===== src/rtl/if_id_elastic_reg_if.sv =====
// Fetch-to-decode handshake bundle for if_id_elastic_reg: the fetch-side
// (IN_*) and decode-side (OUT_*) valid/ready channels carrying instruction and PC.
interface if_id_elastic_reg_if #(
    parameter int INSTR_W = 32,
    parameter int PC_W    = 32
);
    logic [INSTR_W-1:0] IN_INSTRUCTION;
    logic [PC_W-1:0]    IN_PC;
    logic               IN_VALID;
    logic               IN_READY;

    logic [INSTR_W-1:0] OUT_INSTRUCTION;
    logic [PC_W-1:0]    OUT_PC;
    logic               OUT_VALID;
    logic               OUT_READY;

    // The register itself: consumes the fetch channel, produces the decode channel.
    modport slave (
        input  IN_INSTRUCTION, IN_PC, IN_VALID, OUT_READY,
        output IN_READY, OUT_INSTRUCTION, OUT_PC, OUT_VALID
    );

    // Surrounding logic (fetch + decode) seen as one agent.
    modport master (
        output IN_INSTRUCTION, IN_PC, IN_VALID, OUT_READY,
        input  IN_READY, OUT_INSTRUCTION, OUT_PC, OUT_VALID
    );
endinterface


===== src/rtl/if_id_elastic_reg.sv =====
// Elastic IF/ID pipeline register: main + skid entry, FIFO order, flush, BUSYWAIT
// freeze. Optional saturating stall counter enabled by `define IF_ID_STALL_CNT_EN.
module if_id_elastic_reg #(
    parameter int                 INSTR_W     = 32,
    parameter int                 PC_W        = 32,
    parameter logic [PC_W-1:0]    RESET_PC    = 32'hFFFF_FFFC,
    parameter logic [INSTR_W-1:0] NOP_INSTR   = 32'h0000_0013,
    parameter int                 STALL_CNT_W = 16
) (
    input  logic                   CLK,
    input  logic                   RESET,
    if_id_elastic_reg_if.slave     bus,
    input  logic                   FLUSH,
    input  logic                   BUSYWAIT,
    output logic [STALL_CNT_W-1:0] STALL_COUNT
);

    // State encoding doubles as the valid bits: [0] = main valid, [1] = skid valid.
    typedef enum logic [1:0] {
        ST_EMPTY = 2'b00,
        ST_ONE   = 2'b01,
        ST_TWO   = 2'b11
    } state_t;

    state_t r_state;
    state_t w_state_nxt;

    logic [INSTR_W-1:0] r_main_instr;
    logic [PC_W-1:0]    r_main_pc;
    logic [INSTR_W-1:0] r_skid_instr;
    logic [PC_W-1:0]    r_skid_pc;

    logic w_main_valid;
    logic w_skid_valid;
    logic w_in_ready;
    logic w_accept;
    logic w_consume;
    logic w_load_main_in;
    logic w_load_main_skid;
    logic w_load_skid;

    assign w_main_valid = r_state[0];
    assign w_skid_valid = r_state[1];

    // IN_READY depends only on registered state, BUSYWAIT and reset, never on OUT_READY.
    assign w_in_ready = RESET & ~w_skid_valid & ~BUSYWAIT;
    assign w_accept   = bus.IN_VALID & w_in_ready;
    assign w_consume  = w_main_valid & bus.OUT_READY & ~BUSYWAIT;

    always_ff @(posedge CLK or negedge RESET) begin
        if (!RESET) begin
            r_state <= ST_EMPTY;
        end else begin
            // NOTE: non-blocking so every flop samples pre-edge values regardless of block order.
            r_state <= w_state_nxt;
        end
    end

    always_comb begin
        // NOTE: defaults first so no path through the case leaves a signal unassigned (no latch).
        w_state_nxt      = r_state;
        w_load_main_in   = 1'b0;
        w_load_main_skid = 1'b0;
        w_load_skid      = 1'b0;
        if (FLUSH) begin
            w_state_nxt = ST_EMPTY;
        end else begin
            unique case (r_state)
                ST_EMPTY: begin
                    if (w_accept) begin
                        w_state_nxt    = ST_ONE;
                        w_load_main_in = 1'b1;
                    end
                end
                ST_ONE: begin
                    if (w_accept && w_consume) begin
                        w_load_main_in = 1'b1;
                    end else if (w_accept) begin
                        w_state_nxt = ST_TWO;
                        w_load_skid = 1'b1;
                    end else if (w_consume) begin
                        w_state_nxt = ST_EMPTY;
                    end
                end
                ST_TWO: begin
                    if (w_consume) begin
                        w_state_nxt      = ST_ONE;
                        w_load_main_skid = 1'b1;
                    end
                end
                default: w_state_nxt = ST_EMPTY;
            endcase
        end
    end

    // NOTE: payload flops carry no reset; their contents are only observed when the
    // matching valid bit is set, and the valid bits are reset.
    always_ff @(posedge CLK) begin
        if (w_load_main_in) begin
            r_main_instr <= bus.IN_INSTRUCTION;
            r_main_pc    <= bus.IN_PC;
        end else if (w_load_main_skid) begin
            r_main_instr <= r_skid_instr;
            r_main_pc    <= r_skid_pc;
        end
        if (w_load_skid) begin
            r_skid_instr <= bus.IN_INSTRUCTION;
            r_skid_pc    <= bus.IN_PC;
        end
    end

    assign bus.IN_READY        = w_in_ready;
    assign bus.OUT_VALID       = w_main_valid;
    assign bus.OUT_INSTRUCTION = w_main_valid ? r_main_instr : NOP_INSTR;
    assign bus.OUT_PC          = w_main_valid ? r_main_pc    : RESET_PC;

`ifdef IF_ID_STALL_CNT_EN
    logic [STALL_CNT_W-1:0] r_stall_cnt;
    logic                   w_stall_evt;

    assign w_stall_evt = (w_main_valid & ~bus.OUT_READY) | BUSYWAIT;

    // Cleared by reset only; FLUSH deliberately leaves the statistic intact.
    always_ff @(posedge CLK or negedge RESET) begin
        if (!RESET) begin
            r_stall_cnt <= '0;
        end else if (w_stall_evt && (r_stall_cnt != {STALL_CNT_W{1'b1}})) begin
            r_stall_cnt <= r_stall_cnt + STALL_CNT_W'(1);
        end
    end

    assign STALL_COUNT = r_stall_cnt;
`else
    assign STALL_COUNT = '0;
`endif

endmodule

===== src/flat_wrapper.sv =====
// flat-port wrapper written by rule: the top's interface ports become plain ports
module if_id_elastic_reg_flat 
#(
    parameter int                 INSTR_W     = 32,
    parameter int                 PC_W        = 32,
    parameter logic [PC_W-1:0]    RESET_PC    = 32'hFFFF_FFFC,
    parameter logic [INSTR_W-1:0] NOP_INSTR   = 32'h0000_0013,
    parameter int                 STALL_CNT_W = 16
)
  (CLK, RESET, FLUSH, BUSYWAIT, STALL_COUNT, bus_IN_INSTRUCTION, bus_IN_PC, bus_IN_VALID, bus_OUT_READY, bus_IN_READY, bus_OUT_INSTRUCTION, bus_OUT_PC, bus_OUT_VALID);
  if_id_elastic_reg_if #(.INSTR_W(INSTR_W), .PC_W(PC_W)) bus_i ();
  input  logic CLK;
  input  logic RESET;
  input  logic FLUSH;
  input  logic BUSYWAIT;
  output logic [STALL_CNT_W-1:0] STALL_COUNT;
  input wire logic [$bits(bus_i.IN_INSTRUCTION)-1:0] bus_IN_INSTRUCTION;
  input wire logic [$bits(bus_i.IN_PC)-1:0] bus_IN_PC;
  input wire logic [$bits(bus_i.IN_VALID)-1:0] bus_IN_VALID;
  input wire logic [$bits(bus_i.OUT_READY)-1:0] bus_OUT_READY;
  output wire logic [$bits(bus_i.IN_READY)-1:0] bus_IN_READY;
  output wire logic [$bits(bus_i.OUT_INSTRUCTION)-1:0] bus_OUT_INSTRUCTION;
  output wire logic [$bits(bus_i.OUT_PC)-1:0] bus_OUT_PC;
  output wire logic [$bits(bus_i.OUT_VALID)-1:0] bus_OUT_VALID;
  assign bus_i.IN_INSTRUCTION = bus_IN_INSTRUCTION;
  assign bus_i.IN_PC = bus_IN_PC;
  assign bus_i.IN_VALID = bus_IN_VALID;
  assign bus_i.OUT_READY = bus_OUT_READY;
  assign bus_IN_READY = bus_i.IN_READY;
  assign bus_OUT_INSTRUCTION = bus_i.OUT_INSTRUCTION;
  assign bus_OUT_PC = bus_i.OUT_PC;
  assign bus_OUT_VALID = bus_i.OUT_VALID;
  if_id_elastic_reg #(.INSTR_W(INSTR_W), .PC_W(PC_W), .RESET_PC(RESET_PC), .NOP_INSTR(NOP_INSTR), .STALL_CNT_W(STALL_CNT_W)) u_core (.CLK(CLK), .RESET(RESET), .bus(bus_i), .FLUSH(FLUSH), .BUSYWAIT(BUSYWAIT), .STALL_COUNT(STALL_COUNT));
endmodule

===== config.mk =====
export PLATFORM = sky130hd
export DESIGN_NAME = if_id_elastic_reg_flat
export DESIGN_NICKNAME = d
export VERILOG_FILES = /design/src/rtl/if_id_elastic_reg_if.sv /design/src/rtl/if_id_elastic_reg.sv /design/src/flat_wrapper.sv
export SDC_FILE = /design/constraint.sdc
export NUM_CORES = 1
export LEC_CHECK = 0
export CORE_MARGIN = 2
export CORE_UTILIZATION = 50
export DETAILED_ROUTE_END_ITERATION = 7
export PLACE_DENSITY = 0.83
export SLEW_MARGIN = 20
export SYNTH_ARGS = -nofsm -noshare
export SYNTH_HDL_FRONTEND = slang
export SYNTH_SLANG_ARGS = --single-unit

===== constraint.sdc =====
create_clock -name CLK -period 9.65 [get_ports CLK]
set_input_delay 1.93 -clock CLK [delete_from_list [all_inputs] [get_ports CLK]]
set_output_delay 1.93 -clock CLK [all_outputs]
set_load 0.02 [all_outputs]

Word level (Yosys, flattened, before mapping)

Cells that the tools add are included.
Widths: inputs -> output; s select.

Bitwise operators: 7
Multiplexer cells: 23
Equal/unequal tests: 6
Reduce and logical (&&, ||, !) cells: 4

Operator list:

| operator           | count |
|---|---|
| $mux 32            | 6 |
| $mux 2             | 6 |
| $mux 1             | 9 |
| $ne 3x2->1 const B | 2 |
| $pmux 2 s3         | 1 |
| $and 1x1->1        | 5 |
| $ne 4x2->1 const B | 1 |
| $reduce_and 4->1   | 1 |
| $ne 3x3->1 const B | 1 |
| $eq 2x1->1 const B | 1 |
| $eq 2x2->1 const B | 1 |
| $logic_not 2->1    | 1 |
| $not 1->1          | 2 |
| $pmux 1 s2         | 1 |
| $reduce_bool 2->1  | 1 |
| $logic_and 1x1->1  | 1 |

Bits in registers: 130
Word-level logic and storage cells: 45
Output and inout bits: 82
Input port bits: 70

Logic depth before layout (Yosys ltp)

Gate-level depths: netlist of the first run.

Depth after elaboration: 9
Mapped depth: 9
Depth with buffers taken out: 6

Worst setup path after synthesis of the first run

OpenSTA, ideal clock, no wires.

Path kind: input port to flip-flop
Start point: in BUSYWAIT
End point: reg u_core.r_skid_instr[0] (enable)
Arrival: 6.587 ns
Library setup time: 0.565 ns
Required time: 9.085 ns
Buffers on the path: 0
Setup slack: 2.497 ns
Cell stages on the path: 2
Cells stage by stage: nand4bb_4 > nor3_1

Cells in the longest elaborated chain, start to end: 7
Elaborated cells between the ends (all ways): 9
Classes of those cells: mux (4); bitwise (4); reduce/logical (1)

Ends and longest elaborated chain:

| item                                        | line                                             | source |
|---|---|---|
| start: declaration                          | flat_wrapper.sv:15                               | `input logic BUSYWAIT;` |
| $not 1->1 (*)                               | if_id_elastic_reg.sv:46, if_id_elastic_reg.sv:48 |  |
| $and 1x1->1                                 | if_id_elastic_reg.sv:46                          | `assign w_in_ready = RESET & ~w_skid_valid & ~BUSYWAIT;` |
| $and 1x1->1                                 | if_id_elastic_reg.sv:47                          | `assign w_accept = bus.IN_VALID & w_in_ready;` |
| $mux 1 or $logic_and 1x1->1 (tied branches) | if_id_elastic_reg.sv:78, if_id_elastic_reg.sv:76 |  |
| $mux 1 (*)                                  | if_id_elastic_reg.sv:76                          | `if (w_accept && w_consume) begin` |
| $mux 1 (*)                                  | if_id_elastic_reg.sv:68                          | `unique case (r_state)` |
| $mux 1 (*)                                  | if_id_elastic_reg.sv:65                          | `if (FLUSH) begin` |
| named net u_core.w_load_skid                | if_id_elastic_reg.sv:40                          | `logic w_load_skid;` |
| end signal: assignment                      | if_id_elastic_reg.sv:107                         | `r_skid_instr <= bus.IN_INSTRUCTION;` |
| end: declaration                            | if_id_elastic_reg.sv:30                          | `logic [INSTR_W-1:0] r_skid_instr;` |

The timed path passes the listed nets; every way through them passes the cells marked *.
A chain may end at the register's enable or synchronous reset.

Worst setup path after layout of the first run

Start point: in RESET
End point: out bus_IN_READY

Cells in the longest elaborated chain, start to end: 2

Ends and longest elaborated chain:

| item                     | line                    | source |
|---|---|---|
| start: declaration       | flat_wrapper.sv:13      | `input logic RESET;` |
| $and 1x1->1 (2 in a row) | if_id_elastic_reg.sv:46 |  |
| end: declaration         | flat_wrapper.sv:21      | `output wire logic [$bits(bus_i.IN_READY)-1:0] bus_IN_READY;` |

Every way passes these cells.

==> results.yml, run 1 <==
run_status:
  status: "finished, final reports clean"
run:
  maxCapViolCount: 0
placement:
  place.detailed.hpwl_mm: 6.45
  place_ws_ps: 4330
  io_buffers: 135
  routabilityCongestion: 0.755
cts:
  cts_hold_buf: 0
  cts.sinks: 130
  cts.clk_slew.worst_paths_ps: 60
  clkLatencyLatePin_ps: 510
  cts_setup_buffers: 0
  clk_path_buf_depth: 2
  root_buffer: "clkbuf_8"
  tritoncts: "built"
  cts_buffers: 17
  ctsResizeCount: 0
  htreeDepth: 4
drt:
  wl_per_cell_um: 16.6
  num_vias: 3082
  wl_mm: 10.2
  drt_iter0_drc: 169
  vias_per_cell: 5.02
  drcViolationCount: 0
  first_pass_iters: 4
  ant_nets: 0
cells_and_area:
  mostFrequentLayoutCell: "clkdlybuf4s50_1"
  layout_common_cells: "135 x clkdlybuf4s50_1, 128 x edfxtp_1, 49 x mux2_1"
  nets: 536
  multi_input_area_um2: 1410
  antennaDiodeCount: 0
  fill_cells: 760
  drive_gt1_frac: 0.108
  syn_to_final_growth_pct: 35.4
  seq_area_um2: 3900
power:
  peakVddDrop_mv: 0.126
  p_leak_nw: 2.49
  p_per_area_nw_per_um2: 191
timing:
  hold_violations: 0
  tns_ps: 0
  rsz0062_at_grt: "no"
  period_needed_ps: 5270
  clock.fmax_ghz: 0.190
  fin_hold_ws_ps: 523
  worstMarginPinSlew_ps: 876
  finClkSkew_ps: 10.0
  setup_viol: 0
  slew_headroom: 0.416
  fin_crit_sh: 0.546
  worst_slack_ps: 4380
  drv_slew: 0
global_routing:
  grt-ovfl-total: 0
  grtUsageMet1: 0.215
  grt_pass1_vias: 3077
  grt_use_met3: 0.0470
  grt_util_all_layers: 0.181
  grt.busiest_layer: "met2"
  grt_first_pass_wirelength_mm: 15.7
  gr-usage-met2: 0.303
  grt_max_degree: 72
  antenna_found_initial: 0
worst_setup_path:
  rr_startpoint: "u_core.r_state[0]"
  r2r.worst_path.cells: 6
  worstPathArrival_ps: 3340
  crit_type: "in2out"
  cp-end-kind: "output port"
  cp.required_ps: 7720
  cp-startpoint: "RESET"
  start_kind: "input pin"
  critPathMaxFanout: 5
floorplan:
  start_util: 0.509
  coreArea_um2: 10700
  die_h_um: 109
  dieArea_um2: 11800
  ios: 152
  rows: 38
  die_x_um: 109
synthesis:
  synthAdderAreaFrac: 0.00916
  synth-edff-count: 128
  synth_top_area_share: 0.703
  ys_types: 30
  ys_seq_area_frac: 0.713
  synthArstFlopShare: 0.0154
  synth.area.mux_share: 0.132
  dominantRegCellSynth: "edfxtp_1"
  synth_top_family_by_area: "multiplexers"
  yosysTopAreaCell: "edfxtp_1"
  synth-simple-area-share: 0.0909
  yosysWarnings: 0
  syn_avg_cell_area_um2: 17.1
  ys_ff_latch: 130
  synth_compound_area_frac: 0.0110
  netlist_area_um2: 5460
  synth_area_leaders: "edfxtp_1 70%, mux2_1 10%, nand2b_1 3.8%"
  synth_xor_area_frac: 0.00160
  synth_cells: 320
hold_path:
  hold_path.class: "reg2reg"
  min_path_cells: 1
  min_from: "u_core.r_skid_pc[2]"
## sequential cells by signal, indices dropped and copies added, names as in the netlist
| name | flops |
|---|---|
| u_core.r_main_pc | 32 |
| u_core.r_skid_instr | 32 |
| u_core.r_skid_pc | 32 |
| u_core.r_state | 2 |
| u_core.r_main_instr | 32 |
## area by class of cell
cell class	count	share of cell area
Sequential cell	130	0.527
Multi-Input combinational cell	171	0.190
Timing Repair Buffer	138	0.186
Clock buffer	17	0.0560
Tap cell	140	0.0237
Clock inverter	14	0.0157
Inverter	4	0.00203
## synthesized netlist by cell type (all sizes together), types with 2 or more instances
library cell  number
edfxtp           128
mux2              64
nand2b            33
and2              31
buf               23
clkbuf             7
ha                 4
inv                4
nand2              4
a21oi              3
nor3               3
dfrtp              2
## cell families after synthesis
| kind of cell | after synthesis |
|---|---|
| DFF | 130 |
| buffers and inverters | 34 |
| AOI/OAI and AO/OA | 9 |
| and+or+nand+nor | 77 |
| muxes | 64 |
| other | 1 |
| adders and majority gates | 4 |
| xor gates and xnor gates | 1 |
## metal layers
| metal | vias to the layer above | routed length [um] | share of wire |
|---|---|---|---|
| met1 | 1517 | 4280 | 0.42 |
| li1 | 1438 | - | - |
| met4 | 0 | 314 | 0.031 |
| met2 | 101 | 5130 | 0.50 |
| met3 | 26 | 472 | 0.046 |
| met5 | - | 0 | 0 |
## path summary, 6_finish.rpt
| kind | end | slack [ps] |
|---|---|---|
| max in group asynchronous | u_core.r_state[0] | 7760 |
| worst min register to register | u_core.r_main_pc[2] | 520 |
| min in group asynchronous | u_core.r_state[0] | 1660 |
| worst max register to register | u_core.r_main_pc[4] | 5710 |
| worst min-delay path | u_core.r_main_pc[2] | 520 |
| worst max-delay path | bus_IN_READY | 4380 |
## critical path, stage by stage
cell,delay [ps]
clkdlybuf4s50_1,610
and3_1,200
clkdlybuf4s50_1,600
## through the flow
step / total power [mW] / util / area (um2) / cells
floorplan: 0.758 / - / 5520 / 335
global placement: 0.858 / 0.639 / 6870 / 583
detailed placement: 0.862 / 0.639 / 6870 / 583
CTS: 1.43 / 0.688 / 7400 / 614
global route: 1.47 / 0.689 / 7400 / 614
finish: 1.42 / 0.689 / 7400 / 614
## power breakdown
part | leakage [nW] | internal (mW) | switching [mW]
clock | 0.237 | 0.337 | 0.230
combinational | 1.07 | 0.102 | 0.0977
sequential | 1.18 | 0.631 | 0.0191
(Power assumes the default switching activity.)
==> inputs of run 2 (changes only) <==
--- a/config.mk
+++ b/config.mk
@@ -6,9 +6,9 @@
 export NUM_CORES = 1
 export LEC_CHECK = 0
 export CORE_MARGIN = 2
-export CORE_UTILIZATION = 50
+export CORE_UTILIZATION = 48
 export DETAILED_ROUTE_END_ITERATION = 7
-export PLACE_DENSITY = 0.83
+export PLACE_DENSITY = 0.8
 export SLEW_MARGIN = 20
 export SYNTH_ARGS = -nofsm -noshare
 export SYNTH_HDL_FRONTEND = slang
==> constraint.sdc (replaced) <==
create_clock -name CLK -period 4.9 [get_ports CLK]
set_input_delay 0.98 -clock CLK [delete_from_list [all_inputs] [get_ports CLK]]
set_output_delay 0.98 -clock CLK [all_outputs]
set_load 0.02 [all_outputs]
==> run 2 against run 1 <==
Net effect:
- die area grew 4.0%
- total power grew 110%
- clock power grew 130%
- critical path depth is the same
- final cell count grew 0.65%
- wire length grew 1.8%
- sequential power grew 94%
==> results.yml, run 2 (synthesis gave the netlist of run 1 again) <==
cells_and_area:
  utilization: 0.685
  nets: 539
  fill_cells: 747
  layout_common_cells: "135 x clkdlybuf4s50_1, 128 x edfxtp_1, 49 x mux2_1"
  syn_to_final_growth_pct: 37.6
  final_cells: 618
  antennaDiodeCount: 0
  drive_gt1_frac: 0.109
  mostFrequentLayoutCell: "clkdlybuf4s50_1"
timing:
  worst_slack_ps: 1520
  setup_viol: 0
  tns_ps: 0
  drv_slew: 0
  fin_crit_sh: 0.690
  hold_violations: 0
  period_needed_ps: 3380
  slew_headroom: 0.435
  clock.fmax_ghz: 0.296
  rsz0062_at_grt: "no"
  finClkSkew_ps: 6.24
  worstMarginPinSlew_ps: 848
cts:
  cts.clk_slew.worst_paths_ps: 50
  cts_buffers: 17
  root_buffer: "clkbuf_16"
  cts_hold_buf: 0
  clkLatencyLatePin_ps: 400
  cts.sinks: 130
  htreeDepth: 4
  tritoncts: "built"
  cts_setup_buffers: 0
  ctsResizeCount: 0
  clk_path_buf_depth: 2
worst_setup_path:
  crit_type: "reg2out"
  rr_startpoint: "u_core.r_state[0]"
  cp_slowest_cell: "dfrtp_2"
  cp-end-kind: "output port"
  path_cells: "buf_4 > and2_1 > clkdlybuf4s50_1"
  r2r.worst_path.cells: 6
  r2r_end: "u_core.r_main_instr[15]"
  cp-endpoint: "bus_OUT_INSTRUCTION[16]"
  r2r_slack_ps: 1910
  cp.required_ps: 3920
  cp-startpoint: "u_core.r_state[0]"
  worst_path_largest_cell_delay_ps: 680
  critPathMaxFanout: 43
  worstPathArrival_ps: 2400
  start_kind: "flop"
power:
  peakVddDrop_mv: 0.256
  combPwrFrac: 0.139
  intPower_mw: 2.34
  power_mw: 3.01
  netSwitchingFraction: 0.222
  p_seq_frac: 0.420
  p_leak_nw: 2.57
  p_per_area_nw_per_um2: 400
  switching_power_mw: 0.668
  clkPwrFrac: 0.442
global_routing:
  grt_first_pass_wirelength_mm: 16.2
  grt_max_degree: 65
  antenna_found_initial: 0
  grt_util_all_layers: 0.172
  grt_pass1_vias: 3176
  grt-ovfl-total: 0
floorplan:
  die_x_um: 111
  ios: 152
  start_util: 0.497
  coreArea_um2: 11000
  die_h_um: 111
  dieArea_um2: 12300
  rows: 38
placement:
  placed_cells: 586
  place.detailed.hpwl_mm: 6.62
  routabilityCongestion: 0.794
  place_ws_ps: 1360
  io_buffers: 135
run:
  maxCapViolCount: 0
run_status:
  status: "finished, final reports clean"
hold_path:
  hold_path.class: "reg2reg"
  min_from: "u_core.r_skid_instr[29]"
drt:
  first_pass_iters: 4
  wl_per_cell_um: 16.8
  num_vias: 3101
  ant_nets: 0
  vias_per_cell: 5.02
  drt_iter0_drc: 149
  wl_mm: 10.4
  drcViolationCount: 0
run 2: cell count changes in the layout (fill, tap and decap cells not counted), sizes merged:
cell / previous run / this run
clkinvlp: 7 / 2
bufinv: 1 / 5
buf: 3 / 6
clkbuf: 17 / 19
clkinv: 4 / 6
inv: 6 / 4
run 2: how the worst min path moves through the flow:
stage                                    endpoint  cells after the start
after floorplan            u_core.r_main_instr[0]                      1
after global placement    u_core.r_main_instr[11]                      1
after detailed placement   u_core.r_main_instr[7]                      1
after CTS                 u_core.r_main_instr[29]                      1
after global routing      u_core.r_main_instr[18]                      1
final                     u_core.r_main_instr[29]                      1
run 2: final cells by class:
cell class | instances | area [um2] | share of cell area
sequential | 130 | 3890 | 0.518
clock buffer | 19 | 433 | 0.0576
multi-input combinational | 171 | 1410 | 0.188
tap | 140 | 175 | 0.0233
clock inverter | 13 | 190 | 0.0253
inverter | 4 | 15.0 | 0.00200
timing repair buffer | 141 | 1400 | 0.186
run 2: routing by layer:
layer | track usage | vias up | wire length [um]
met1 | 0.212 | 1525 | 4430
met3 | 0.0623 | 10 | 553
met5 | 0 | - | 0
li1 | - | 1441 | -
met2 | 0.281 | 125 | 5260
met4 | 0.0625 | 0 | 130
run 2: metrics by stage:
stage / instance area (um2) / hold WS, ps
floorplan: 5530 / 501
global placement: 6900 / 504
detailed placement: 6900 / 511
CTS: 7520 / 528
global route: 7520 / 535
finish: 7520 / 522
run 2: power by group through the flow:
stage	Sequential [mW]	Combinational (mW)	Clock [mW]
after global routing	1.26	0.441	1.40
after floorplan	1.27	0.219	0
after global placement	1.28	0.411	0
after detailed placement	1.29	0.418	0
after CTS	1.26	0.422	1.35
final	1.26	0.417	1.33
run 2: critical path, delay by kind of cell, from the launching register on:
kind,cells,cell delay [ps]
AND/OR/NAND/NOR,1,210
buffers and inverters,2,1070
flip-flops,1,680
==> inputs of run 3 (changes only) <==
--- a/config.mk
+++ b/config.mk
@@ -6,9 +6,9 @@
 export NUM_CORES = 1
 export LEC_CHECK = 0
 export CORE_MARGIN = 2
-export CORE_UTILIZATION = 48
+export CORE_UTILIZATION = 43
 export DETAILED_ROUTE_END_ITERATION = 7
-export PLACE_DENSITY = 0.8
+export PLACE_DENSITY = 0.76
 export SLEW_MARGIN = 20
 export SYNTH_ARGS = -nofsm -noshare
 export SYNTH_HDL_FRONTEND = slang
==> constraint.sdc (replaced) <==
create_clock -name CLK -period 3.1 [get_ports CLK]
set_input_delay 0.62 -clock CLK [delete_from_list [all_inputs] [get_ports CLK]]
set_output_delay 0.62 -clock CLK [all_outputs]
set_load 0.02 [all_outputs]
==> run 3 against run 2 <==
Net effect:
- sequential cell count did not move
- first-iteration DRC count up 70%
- final cell count grew 5.7%
- sequential power rose by 58%
- combinational power rose by 62%
- core utilization shrank 7.8 points
- highest routed layer unchanged
==> results.yml, run 3 (synthesis gave the netlist of run 1 again) <==
cts:
  cts_buffers: 17
  clk_path_buf_depth: 2
  clkLatencyLatePin_ps: 400
  htreeDepth: 4
  root_buffer: "clkbuf_16"
  ctsResizeCount: 0
  cts.clk_slew.worst_paths_ps: 60
  cts_hold_buf: 0
  cts_setup_buffers: 0
  tritoncts: "built"
  cts.sinks: 130
timing:
  fin_hold_ws_ps: 435
  period_needed_ps: 2850
  fin_crit_sh: 0.920
  drv_slew: 0
  hold_violations: 0
  setup_viol: 0
  finClkSkew_ps: 9.36
  tns_ps: 0
  clock.fmax_ghz: 0.351
  rsz0062_at_grt: "no"
worst_setup_path:
  worstPathArrival_ps: 2230
  cp_slowest_cell: "dfrtp_2"
  start_kind: "flop"
  crit_buf_inv: 2
  cp_top_family: "buffers and inverters"
  r2r_end: "u_core.r_main_pc[22]"
  path_cells: "buf_4 > and2_1 > clkdlybuf4s50_1"
  r2r.worst_path.cells: 5
  worst_path_largest_cell_delay_ps: 670
  cp-end-kind: "output port"
  cp.required_ps: 2480
  crit_type: "reg2out"
  critPathMaxFanout: 28
  rr_startpoint: "u_core.r_state[0]"
  r2r_slack_ps: 520
cells_and_area:
  utilization: 0.606
  design_area_um2: 7590
  layout_common_cells: "135 x clkdlybuf4s50_1, 128 x edfxtp_1, 49 x mux2_1"
  drive_gt1_frac: 0.112
  syn_to_final_growth_pct: 38.9
  mostFrequentLayoutCell: "clkdlybuf4s50_1"
  antennaDiodeCount: 0
  final_cells: 653
  nets: 542
placement:
  placed_cells: 621
  place_area_um2: 7040
  place.detailed.hpwl_mm: 6.89
  io_buffers: 135
  routabilityCongestion: 0.783
drt:
  num_vias: 3068
  wl_per_cell_um: 16.1
  drcViolationCount: 0
  wl_mm: 10.5
  drt_iter0_drc: 253
  ant_nets: 0
  first_pass_iters: 4
  vias_per_cell: 4.70
power:
  peakVddDrop_mv: 0.336
  p_per_area_nw_per_um2: 596
  p_leak_nw: 2.56
global_routing:
  grt_util_all_layers: 0.163
  grt_pass1_vias: 3164
  grt_first_pass_wirelength_mm: 16.5
  grt-ovfl-total: 0
  antenna_found_initial: 0
  grt_max_degree: 65
run:
  maxCapViolCount: 0
hold_path:
  hold_path.class: "in2async"
floorplan:
  dieArea_um2: 13600
  coreArea_um2: 12500
  die_h_um: 117
  die_x_um: 117
  ios: 152
  rows: 41
  start_util: 0.437
run_status:
  status: "finished, final reports clean"
run 3: report_power, final:
part / switching [mW] / internal, mW / total [mW]
Sequential: 0.0298 / 1.96 / 1.99
Combinational: 0.342 / 0.332 / 0.674
Clock: 0.688 / 1.16 / 1.85
run 3: final cells by class:
cell class,instances,area (um2)
Fill cell,991,4930
Sequential cell,130,3890
Timing Repair Buffer,144,1490
Multi-Input combinational cell,171,1420
Clock buffer,19,433
Tap cell,172,215
Clock inverter,13,119
Inverter,4,15.0
run 3: metal layers:
metal,up-vias,GRT usage,share of wire
met5,-,0,0
met3,9,0.0488,0.059
li1,1446,-,-
met4,0,0.0675,0.013
met1,1505,0.211,0.44
met2,108,0.257,0.49
run 3: worst register-to-register path, delay by kind of cell, from the launching register on:
| family | cells | cell delay [ps] |
|---|---|---|
| AOI/OAI and AO/OA | 1 | 210 |
| adders and majority gates | 1 | 340 |
| buffers and inverters | 1 | 320 |
| DFF | 1 | 670 |
| muxes | 1 | 360 |
| and+or+nand+nor | 1 | 420 |
run 3: how the worst max path moves through the flow:
stage	from	endpoint	slack, ps	cells past startpoint
after global placement	RESET	u_core.r_main_instr[25]	320	5
after floorplan	u_core.r_state[0]	u_core.r_main_instr[0]	80	9
after CTS	u_core.r_state[0]	bus_OUT_INSTRUCTION[18]	190	3
after global routing	u_core.r_state[0]	bus_OUT_PC[0]	80	3
after detailed placement	RESET	u_core.r_main_instr[25]	270	5
final	u_core.r_state[0]	bus_OUT_INSTRUCTION[18]	250	3
run 3: through the flow:
| step | power (mW) | worst slack [ps] |
|---|---|---|
| detailed placement | 2.71 | 270 |
| finish | 4.52 | 248 |
| global placement | 2.70 | 322 |
| CTS | 4.57 | 191 |
| floorplan | 2.36 | 83.9 |
| global route | 4.69 | 79.3 |
==> patch 1: new RTL, config.mk and constraints of run 2 <==
`INSTR_W` is set to 32 in 3 places; all go to 64.
--- a/src/rtl/if_id_elastic_reg_if.sv
+++ b/src/rtl/if_id_elastic_reg_if.sv
@@ -1,7 +1,7 @@
 // Fetch-to-decode handshake bundle for if_id_elastic_reg: the fetch-side
 // (IN_*) and decode-side (OUT_*) valid/ready channels carrying instruction and PC.
 interface if_id_elastic_reg_if #(
-    parameter int INSTR_W = 32,
+    parameter int INSTR_W = 64,
     parameter int PC_W    = 32
 );
     logic [INSTR_W-1:0] IN_INSTRUCTION;
--- a/src/rtl/if_id_elastic_reg.sv
+++ b/src/rtl/if_id_elastic_reg.sv
@@ -1,7 +1,7 @@
 // Elastic IF/ID pipeline register: main + skid entry, FIFO order, flush, BUSYWAIT
 // freeze. Optional saturating stall counter enabled by `define IF_ID_STALL_CNT_EN.
 module if_id_elastic_reg #(
-    parameter int                 INSTR_W     = 32,
+    parameter int                 INSTR_W     = 64,
     parameter int                 PC_W        = 32,
     parameter logic [PC_W-1:0]    RESET_PC    = 32'hFFFF_FFFC,
     parameter logic [INSTR_W-1:0] NOP_INSTR   = 32'h0000_0013,
--- a/src/flat_wrapper.sv
+++ b/src/flat_wrapper.sv
@@ -1,7 +1,7 @@
 // flat-port wrapper written by rule: the top's interface ports become plain ports
 module if_id_elastic_reg_flat 
 #(
-    parameter int                 INSTR_W     = 32,
+    parameter int                 INSTR_W     = 64,
     parameter int                 PC_W        = 32,
     parameter logic [PC_W-1:0]    RESET_PC    = 32'hFFFF_FFFC,
     parameter logic [INSTR_W-1:0] NOP_INSTR   = 32'h0000_0013,
Interface: changed (resized bus_IN_INSTRUCTION and bus_OUT_INSTRUCTION); port bits go from 152 to 216. The function was not compared with the original's and may differ.
==> patch 1 against run 2 <==
Routed wire length is 45% higher; critical path type unchanged; cell count is 44% higher; fmax is 1.4% lower; sequential share of layout area increased by 2.0 points; combinational power is 45% higher; power is 30% higher; final area is 44% higher; die area increased by 44%; sequential cell count grew 64; count of clock-buffer cells in the layout is 6 higher; synthesized area grew 46%; worst setup slack worse by 0.050 ns; clock skew is 0.00079 ns lower; highest routed layer unchanged.
==> patch 1: results (changes against run 2) <==
Critical path
  • Reg2reg path depth: 5 (was 6)
  • R2r setup slk: 2.01 ns (was 1.91 ns)
  • R2r endpoint: u_core.r_main_instr[12] (was u_core.r_main_instr[15])
  • Crit-path max FO: 40 (was 43)
  • R2r startpoint: u_core.r_state[0] (unchanged)
  • Crit path DAT: 2.45 ns (was 2.40 ns)

Drt
  • Post-Route WL: 15,100 um (was 10,400 um)
  • Initial DRC count: 210 (was 149)
  • Vias: 4,401 (was 3,101)
  • Detailed Routing Iterations Pass 1: 4 (unchanged)

Synthesis
  • Top cells by count, synth: 192 x edfxtp_1, 67 x mux2_2, 63 x and2_1, 33 x nand2b_1, 29 x mux2_1 (was 128 x edfxtp_1, 49 x mux2_1, 33 x nand2b_1, 31 x and2_1, 17 x buf_4)
  • Top post-synthesis cells by area: edfxtp_1 72%, mux2_2 9.5%, and2_1 4.9% (was edfxtp_1 70%, mux2_1 10%, nand2b_1 3.8%)
  • EDFF count, synth: 192 (was 128)
  • Register area share after synthesis: 0.730 (was 0.713)
  • Post-synth cell types: 30 (unchanged)
  • Async S/R FF share, synth: 0.0103 (was 0.0154)
  • Ys Warns: 0 (unchanged)

Global route
  • First-pass GRT wire length: 23,700 um (was 16,200 um)
  • Initial antenna violation count: 0 (unchanged)
  • Vias in the first global route: 4,605 (was 3,176)
  • Pin count of the biggest net entering global routing: 97 (was 65)
  • Total track usage: 0.174 (was 0.172)

CTS
  • Cts repair resizes: 0 (unchanged)
  • Clock transition at path regs: 0.06 ns
  • Clock latency at the later pin of the worst-skew pair: 0.42 ns (was 0.40 ns)
  • CTS buffer count: 17 (unchanged)
  • CTS H-tree lvls: 4 (unchanged)
  • Setup Buffers After CTS: 0 (unchanged)
  • Root Buffer: clkbuf_16 (unchanged)
  • Cts hold-fix bufs: 0 (unchanged)
  • Clock Tree Buf Depth: 2 (unchanged)

Finish
  • Layout Nets: 764 (was 539)
  • Largest regs: u_core.r_main_instr (64), u_core.r_skid_instr (64)
  • Share of cells above drive strength 1: 0.161 (was 0.109)
  • # diodes: 0 (unchanged)

Placement
  • RePlAce Congestion: 0.770 (was 0.794)
  • I/O Buffers: 199 (was 135)
  • DP Worst Slack: 1.48 ns (was 1.36 ns)
  • DP HPWL: 9810 um (was 6620 um)

Min path
  • Hold wc startpoint: u_core.r_skid_pc[11] (was u_core.r_skid_instr[29])
  • Hold EP: u_core.r_main_pc[11] (was u_core.r_main_instr[29])
  • Hold Crit Depth: 1 (unchanged)
  • Worst Hold Class: register to register (unchanged)

Timing
  • Setup Skew: 0.00546 ns (was 0.00624 ns)
  • Crit share post-route: 0.701 (was 0.690)
  • Measured slew at the worst slew-check pin: 0.737 ns (was 0.848 ns)

Status
  • Status: finished clean (unchanged)

Power
  • Pleak: 3.60 nW (was 2.57 nW)
  • VDD IR-drop max: 0.214 mV (was 0.256 mV)
-- patch 1: cell count changes after synthesis, sizes merged --
cell and change:
mux2 +32, clkbuf +3, buf +4, edfxtp +64, and2 +32
-- patch 1: per-layer routing --
metal / part of all wire / track usage / up-vias
met3: 0.063 / 0.0460 / 20
li1: - / - / 2056
met5: 0 / 0 / -
met2: 0.50 / 0.289 / 178
met4: 0.017 / 0.0675 / 0
met1: 0.42 / 0.221 / 2147
-- patch 1: where the power goes --
group	switching (mW)	internal [mW]	leakage, nW	total (mW)
Sequential	0.0252	1.85	1.76	1.88
Clock	0.567	0.875	0.296	1.44
Combinational	0.301	0.303	1.54	0.604
-- patch 1: how the worst max path moves through the flow --
stage / to / startpoint
6_report: bus_OUT_INSTRUCTION[10] / u_core.r_state[0]
5_1_grt: bus_OUT_INSTRUCTION[33] / u_core.r_state[0]
4_1_cts: bus_OUT_INSTRUCTION[14] / u_core.r_state[0]
3_5_place_dp: u_core.r_main_instr[9] / RESET
3_3_place_gp: bus_IN_READY / RESET
2_1_floorplan: u_core.r_skid_instr[0] / BUSYWAIT
-- patch 1: final cells by class --
cell class                      instances  area, um^2
Sequential cell                       194        5820
Clock buffer                           25         505
Clock inverter                          7         121
Multi-Input combinational cell        235        1980
Inverter                                4        15.0
Tap cell                              220         275
Fill cell                            1126        5600
Timing Repair Buffer                  206        2090
-- patch 1: cells by family (layout without fill, tap and decap cells) --
group / after synthesis / after routing / synth area share
adder cells (fa/ha/maj): 4 / 4 / 0.00628
XOR/XNOR: 1 / 1 / 0.00110
buffers and inverters: 41 / 242 / 0.0313
flip-flops: 194 / 194 / 0.730
other: 1 / 16 / 0.000471
multiplexers: 96 / 96 / 0.136
AND/OR/NAND/NOR: 109 / 109 / 0.0875
AO/OA/AOI/OAI: 9 / 9 / 0.00754
-- patch 1: worst max-delay path, cell delays in order (launching register included) --
cell and delay [ns]:
dfrtp_2 0.77, buf_4 0.42, and2_1 0.20, clkdlybuf4s50_1 0.61
-- patch 1: metrics by stage --
stage	utilization	power [mW]	instance area, um^2	std cells	hold slack, ns
after CTS	0.659	3.96	10800	891	0.532
final	0.659	3.92	10800	891	0.528
after detailed placement	0.620	2.52	10200	859	0.513
after floorplan	-	2.21	8030	470	0.501
after global placement	0.620	2.51	10200	859	0.506
after global routing	0.659	4.06	10800	891	0.540
==> patch 2: new RTL, flow settings as in run 2 <==
Made on the original files. The option `IF_ID_STALL_CNT_EN` is turned on by a define.
--- a/src/rtl/if_id_elastic_reg.sv
+++ b/src/rtl/if_id_elastic_reg.sv
@@ -1,5 +1,7 @@
 // Elastic IF/ID pipeline register: main + skid entry, FIFO order, flush, BUSYWAIT
 // freeze. Optional saturating stall counter enabled by `define IF_ID_STALL_CNT_EN.
+`define IF_ID_STALL_CNT_EN
+
 module if_id_elastic_reg #(
     parameter int                 INSTR_W     = 32,
     parameter int                 PC_W        = 32,
Behaviour: not the same (a bounded check fails within 4 cycles, from zero or initial values and one cycle with RESET low).
==> patch 2 against run 2 <==
Core utilization shrank 3.1 points; final area grew 14%; cell count grew 16%; sequential cell count grew 16; global-route usage grew 1.2 points; first-iteration DRC count grew 81%; synthesized area grew 17%; worst setup slack lost 0.20 ns; routed wire length grew 23%; register-to-register slack gained 0.20 ns; critical path type is now input pin to output port; critical endpoint is now bus_IN_READY; largest cell class unchanged; highest routed layer unchanged.
Power is not compared: it rests on default switching activity, and its combinational part moved more than twofold at a synthesized area within 25%.
==> patch 2: results (changes against run 2) <==
Critical path
  • Slowest cell on crit path: clkdlybuf4s50_1 (was dfrtp_2)
  • Crit-path max FO: 5 (was 43)
  • R2r setup slk: 2.11 ns (was 1.91 ns)
  • R2r endpoint: u_core.r_main_instr[31] (was u_core.r_main_instr[15])
  • Crit path DAT: 2.60 ns (was 2.40 ns)
  • CP endpoint: bus_IN_READY (was bus_OUT_INSTRUCTION[16])
  • Critical Path Source: RESET (was u_core.r_state[0])

Placement
  • DP HPWL: 8430 um (was 6620 um)
  • I/O Buffers: 151 (was 135)
  • DP Worst Slack: 1.19 ns (was 1.36 ns)
  • RePlAce Congestion: 0.820 (was 0.794)
  • DP Area: 8010 um^2 (was 6900 um^2)
  • Placed cell count: 685 (was 586)

Timing
  • PnR worst setup slack: 1.32 ns (was 1.52 ns)
  • Max transition margin: 0.373 (was 0.435)
  • Setup Skew: 0.00714 ns (was 0.00624 ns)
  • Hold WS: 0.526 ns (was 0.522 ns)

Synthesis
  • Synth Area in XOR/XNOR: 0.0192 (was 0.00160)
  • Synth Area in Compound Gates: 0.0137 (was 0.0110)
  • Mux cell area share after synthesis: 0.147 (was 0.132)
  • Top cells by count, synth: 128 x edfxtp_1, 50 x mux2_4, 34 x nand2b_1, 31 x and2_1, 18 x dfrtp_1 (was 128 x edfxtp_1, 49 x mux2_1, 33 x nand2b_1, 31 x and2_1, 17 x buf_4)
  • Synth Area per Inst: 17.4 um^2 (was 17.1 um^2)
  • Register area share after synthesis: 0.672 (was 0.713)
  • Post-Synth Adder-Cell Area: 0.00980 (was 0.00916)
  • Post-synth cell types: 40 (was 30)
  • Top post-synthesis cells by area: edfxtp_1 60%, mux2_4 12%, dfrtp_1 7.1% (was edfxtp_1 70%, mux2_1 10%, nand2b_1 3.8%)

Global route
  • Vias in the first global route: 3,685 (was 3,176)
  • First-pass GRT wire length: 19,500 um (was 16,200 um)
  • Total track usage: 0.184 (was 0.172)

Finish
  • Number of multi-input logic gates: 204 (was 171)
  • Non-clk buf share: 0.181 (was 0.186)
  • Layout Nets: 603 (was 539)
  • FF+latch area: 4300 um^2 (was 3890 um^2)
  • # fillers: 964 (was 747)
  • Seq area share: 0.500 (was 0.518)
  • Clock buf count: 20 (was 19)
  • ClkCell Share: 0.0669 (was 0.0829)
  • Share of cells above drive strength 1: 0.202 (was 0.109)
  • Fraction of area in multi-input gates: 0.224 (was 0.188)
  • Post-Layout Cell Count: 716 (was 618)
  • Bufs w/o clock: 155 (was 141)

Drt
  • Vias: 3,588 (was 3,101)
  • Initial DRC count: 269 (was 149)
  • Post-Route WL: 12,700 um (was 10,400 um)

CTS
  • Clock latency at the later pin of the worst-skew pair: 0.42 ns (was 0.40 ns)
  • Cts repair resizes: 0 (unchanged)
  • Sink Count: 146 (was 130)

Min path
  • Hold EP: u_core.STALL_COUNT[15] (was u_core.r_main_instr[29])
  • Hold wc startpoint: u_core.STALL_COUNT[15] (was u_core.r_skid_instr[29])

Floorplan
  • Die area: 14,200 um^2 (was 12,300 um^2)

Status
  • Status: finished clean (unchanged)
## patch 2: changes by cell type in the layout (fill, tap and decap cells not counted), moves of 4 or more
cell | run 2 | this run
mux2_1 | 49 | 0
dfrtp_1 | 1 | 17
nor3b_1 | 0 | 4
nand3_1 | 0 | 5
clkdlybuf4s50_1 | 135 | 151
nor2_1 | 1 | 7
xor2_1 | 0 | 9
buf_4 | 6 | 2
conb_1 | 16 | 0
mux2_4 | 0 | 50
xnor2_1 | 1 | 5
## patch 2: layer usage
layer  part of all wire  GRT usage  wire length (um)  up-vias
met5                  0          0                 0        -
met4              0.028     0.0919               357        0
met3              0.057     0.0546               729       26
met2               0.50      0.302              6410      128
met1               0.41      0.221              5240     1753
li1                   -          -                 -     1681
## patch 2: kinds of logic after synthesis
kind of cell | Yosys count
AO/OA/AOI/OAI | 11
AND/OR/NAND/NOR | 107
adder cells (fa/ha/maj) | 5
multiplexers | 67
buffers and inverters | 18
flip-flops | 146
XOR/XNOR | 14
